[src/rtl/serial_ripple_borrow_subtractor.sv]
// Multi-cycle A - B - Bin: CHUNK full-subtractor cells per clock,
// LSB chunk first, borrow carried between cycles in a register.
module serial_ripple_borrow_subtractor #(
    parameter int N     = 8,
    parameter int CHUNK = 2
) (
    input  logic         clk,
    input  logic         rst,
    input  logic         in_valid,
    output logic         in_ready,
    input  logic [N-1:0] A,
    input  logic [N-1:0] B,
    input  logic         Bin,
    output logic         out_valid,
    input  logic         out_ready,
    output logic [N-1:0] Diff,
    output logic         Bout,
    output logic         Ovf,
    output logic         busy
);

    localparam int STEPS = N / CHUNK;
    localparam int CW    = (STEPS > 1) ? $clog2(STEPS) : 1;
    localparam logic [CW-1:0] LAST = CW'(STEPS - 1);

    typedef enum logic [1:0] {
        IDLE,
        RUN,
        DONE
    } state_t;

    state_t             state;
    state_t             state_n;
    logic [N-1:0]       sa;
    logic [N-1:0]       sb;
    logic [N-1:0]       acc;
    logic               br;
    logic [CW-1:0]      cnt;
    logic [CHUNK-1:0]   cd;
    logic               cbo;
    logic               cbi_top;
    logic               last;
    logic [N+CHUNK-1:0] cat;
    logic [N-1:0]       acc_n;

    // Ripple chain over the low chunk; cbi_top is the borrow into its MSB cell
    always_comb begin
        logic b;
        b       = br;
        cbi_top = br;
        cd      = '0;
        for (int i = 0; i < CHUNK; i++) begin
            cbi_top = b;
            cd[i]   = sa[i] ^ sb[i] ^ b;
            b       = (~sa[i] & sb[i]) | (~(sa[i] ^ sb[i]) & b);
        end
        cbo = b;
    end

    assign last  = (cnt == LAST);
    assign cat   = {cd, acc};
    assign acc_n = cat[N+CHUNK-1:CHUNK];

    always_ff @(posedge clk) begin
        if (rst) begin
            state <= IDLE;
        end else begin
            state <= state_n;
        end
    end

    always_comb begin
        state_n   = state;
        in_ready  = 1'b0;
        out_valid = 1'b0;
        busy      = 1'b0;
        case (state)
            IDLE: begin
                in_ready = 1'b1;
                if (in_valid) begin
                    state_n = RUN;
                end
            end
            RUN: begin
                busy = 1'b1;
                if (last) begin
                    state_n = DONE;
                end
            end
            DONE: begin
                out_valid = 1'b1;
                if (out_ready) begin
                    state_n = IDLE;
                end
            end
            default: state_n = IDLE;
        endcase
    end

    always_ff @(posedge clk) begin
        if (rst) begin
            sa   <= '0;
            sb   <= '0;
            acc  <= '0;
            br   <= 1'b0;
            cnt  <= '0;
            Diff <= '0;
            Bout <= 1'b0;
            Ovf  <= 1'b0;
        end else begin
            case (state)
                IDLE: begin
                    if (in_valid) begin
                        sa  <= A;
                        sb  <= B;
                        br  <= Bin;
                        acc <= '0;
                        cnt <= '0;
                    end
                end
                RUN: begin
                    sa  <= sa >> CHUNK;
                    sb  <= sb >> CHUNK;
                    acc <= acc_n;
                    br  <= cbo;
                    cnt <= cnt + 1'b1;
                    // Final chunk holds bit N-1, so its borrows give Bout/Ovf
                    if (last) begin
                        Diff <= acc_n;
                        Bout <= cbo;
                        Ovf  <= cbi_top ^ cbo;
                    end
                end
                default: ;
            endcase
        end
    end

endmodule

[config.mk]
export PLATFORM = sky130hd
export DESIGN_NAME = serial_ripple_borrow_subtractor
export DESIGN_NICKNAME = d
export VERILOG_FILES = /design/src/rtl/serial_ripple_borrow_subtractor.sv
export SDC_FILE = /design/constraint.sdc
export NUM_CORES = 1
export LEC_CHECK = 0
export CORE_AREA = 2 2 62 64
export CTS_BUF_LIST = sky130_fd_sc_hd__clkbuf_2 sky130_fd_sc_hd__clkbuf_4 sky130_fd_sc_hd__clkbuf_8
export DETAILED_ROUTE_END_ITERATION = 6
export DIE_AREA = 0 0 64 66
export GPL_ROUTABILITY_DRIVEN = 0
export GPL_TIMING_DRIVEN = 0
export PLACE_DENSITY = 0.73
export SYNTH_ARGS = -nofsm -noshare
export SYNTH_HDL_FRONTEND = slang
export SYNTH_SLANG_ARGS = --single-unit
[constraint.sdc]
create_clock -name clk -period 1.7 [get_ports clk]
set_input_delay 0.34 -clock clk [delete_from_list [all_inputs] [get_ports clk]]
set_output_delay 0.34 -clock clk [all_outputs]
set_load 0.01 [all_outputs]
==> run metrics <==
die area=between 4000 and 5000 µm²; # diodes=0; RSZ-0062 raised after global routing=false; Seq/Total Area, Yosys=46.07%; Yosys top cell by area=dfxtp_1; Post-Layout Inst Area=2090 µm²; fin. max-slew vios=0; Worst Tran Pin Value=0.5152 ns; setup slack, reg-to-reg=0.06 ns; maximum fanout along the worst path=2; number of global-route vias before repair=approximately 1,200; worst skew pair latency=between 0.3 and 0.4 ns; CTS clk-pin slew, worst paths=0.11 ns; most used cell, CP=fa_2; H-tree Lvls=2; critical path cell sequence=fa_2 > inv_2 > fa_2 > a22oi_1 > nor2_1; busiest grt layer=met2; Finished Layout Cells=251; drt via density=5.016; Worst Path Arrival=1.87 ns; Post-Syn Area=approximately 1600 µm²; YS warnings=0; Vias=1,259; M3 GR Usage=5.281%; Final period util=96.56%; Power Dens Cells=906.0 nW/µm²; main area contributors after synthesis=dfxtp_1, o221a_1, a21oi_2; port bufs=32; initial core utilization=a little under half; TNS Setup=0 ns; Slew headroom=65.66%; hold slack=just under 0.4 ns; DPL Wire Length=2450 µm; largest net degree at the start of global routing=12; met2 GRT Util=between 30 and 40%; area of all sequential standard cells=745.7 µm²; Slowest cell on crit path=fa_2; HP Class=in -> reg; Core Rows=22; grt met1 use=roughly a fifth; Ports=34; first-pass GRT wire length=between 5000 and 6000 µm; Pre-antenna DRT Iters=4; Maximum Capacitance Violations=0; Die Y-Extent=66 µm; final hold viol count=0; Max VDD drop=around 0.00042 V; area of the multi-input gates=716.9 µm²; Post-Route WL=around 3300 µm; number of synthesized register bits=37; clk sink count=37; WP data required=1.93 ns; initial antenna violation count=0; CTS tree=done; Post-DRT Antenna Nets=0; Largest stage delay, worst path=0.45 ns; buffers and inverters on the worst path=1; final worst setup slack=0.05855 ns; core area=3551 µm²; WS Path Type=reg -> reg; Synth top area share=46.07%; placed cell area=1988 µm²; family with the most delay on the worst path=adder cells; Routed WL per cell=about 13 µm; Finish-stage setup viols=0; Setup WS pre-CTS=-0.05077 ns; layout net count=226; Highest Clock Rate=0.6092 GHz; Die X=between 60 and 70 µm; placed instance count=242; run status=complete, no violations; skew final=0.006048 ns; Period minus WS final=1.641 ns; grt total ovfl=0; share of cells above drive strength 1=26.11%; cells after synthesis=162; CP startpoint kind=flop; fill count=318; Residual DRC=0; library cells used by synthesis=30; maximum clock insertion buffer count=2; total CTS buffers=5; root buf cell=clkbuf_4; total track usage=17.44%; Synth Net Count=186; Critical Path Sink Type=flop; P_leak=0.7508 nW; Area growth syn-to-layout=29.96%; Avg Inst Size Synth=~9.9 µm²; 1st-iter DRT viols=50
## through the flow
stage	utilization, %	power (mW)
6_report	58.84	1.893
3_5_place_dp	55.99	1.250
2_1_floorplan	-	1.149
3_3_place_gp	55.99	1.242
5_1_grt	58.84	1.975
4_1_cts	58.42	1.896
## cell type report
class | count | share of cell area (%)
timing repair buffer | 33 | 15.15
clock inverter | 1 | 1.437
tap | 48 | 2.874
sequential | 37 | 35.69
inverter | 16 | 2.874
clock buffer | 7 | 2.814
buffer | 11 | 4.850
multi-input combinational | 98 | 34.31
## layout by cell type (no fill, tap or decap), types with 6 or more instances in the layout
cell type / count
dfxtp_1: 33
clkdlybuf4s50_1: 29
nand2_1: 16
inv_1: 15
a21oi_1: 14
a21oi_2: 11
o221a_1: 10
nor2_1: 10
a22oi_1: 7
clkbuf_4: 6
## power breakdown
group / total [mW] / switching [mW] / internal (mW)
Sequential: 0.944 / 0.0307 / 0.914
Clock: 0.656 / 0.289 / 0.367
Combinational: 0.292 / 0.136 / 0.157
Total: 1.89 / 0.456 / 1.44
## final timing paths
check                           endpoint  cells past startpoint     from
worst max-delay path              acc[7]                      5       br
worst min-delay path               sb[0]                      3      rst
worst max register to register    acc[7]                      5       br
worst min register to register   Diff[5]                      2  Diff[5]
## synthesized netlist by cell type
cell type	count
a22oi_1	7
and3b_2	1
a211oi_2	3
nand2_1	16
a32oi_1	1
o21bai_2	1
buf_2	2
nor2_2	3
nand2b_1	1
a21oi_1	14
nand2_2	1
clkbuf_1	2
a21oi_2	11
ha_1	1
xnor2_1	1
nand3b_1	4
buf_6	4
buf_12	1
nor2b_1	2
a211oi_1	1
o21ai_0	3
nor2_4	1
nor2_1	10
and2b_4	1
fa_1	2
inv_1	16
o221a_2	3
buf_4	2
dfxtp_1	37
o221a_1	10
## repair_timing
| action | CTS | global route |
|---|---|---|
| setup endpoints to repair | 4 | 3 |
| pin swaps | 3 | 0 |
| setup buffers | 0 | 1 |
| hold buffers | 0 | 0 |
| gates resized for setup | 10 | 7 |
| hold endpoints to repair | 0 | 0 |
## worst reg2reg max path, stage by stage, from the launching register on
cell and delay [ns]:
dfxtp_2 0.35, fa_2 0.40, inv_2 0.07, fa_2 0.45, a22oi_1 0.20, nor2_1 0.06
## cell families after synthesis
group	after synthesis	share of synthesized area (%)
adder cells (fa/ha/maj)	3	3.268
AND/OR/NAND/NOR	40	12.61
flip-flops	37	46.07
AO/OA/AOI/OAI	54	27.70
XOR/XNOR	1	0.5448
buffers and inverters	27	9.805
## sequential cells by signal (all words and copies together) (netlist names)
| register | cells |
|---|---|
| sa | 8 |
| Bout | 1 |
| sb | 8 |
| Diff | 8 |
| state | 2 |
| br | 1 |
| Ovf | 1 |
| cnt | 2 |
| acc | 6 |
## routing by layer
layer | vias to the layer above | routed length, µm
li1 | 645 | -
met1 | 577 | 1445
met2 | 31 | 1613
met3 | 6 | 162
met4 | 0 | 57
met5 | - | 0
(Power assumes the default switching activity.)
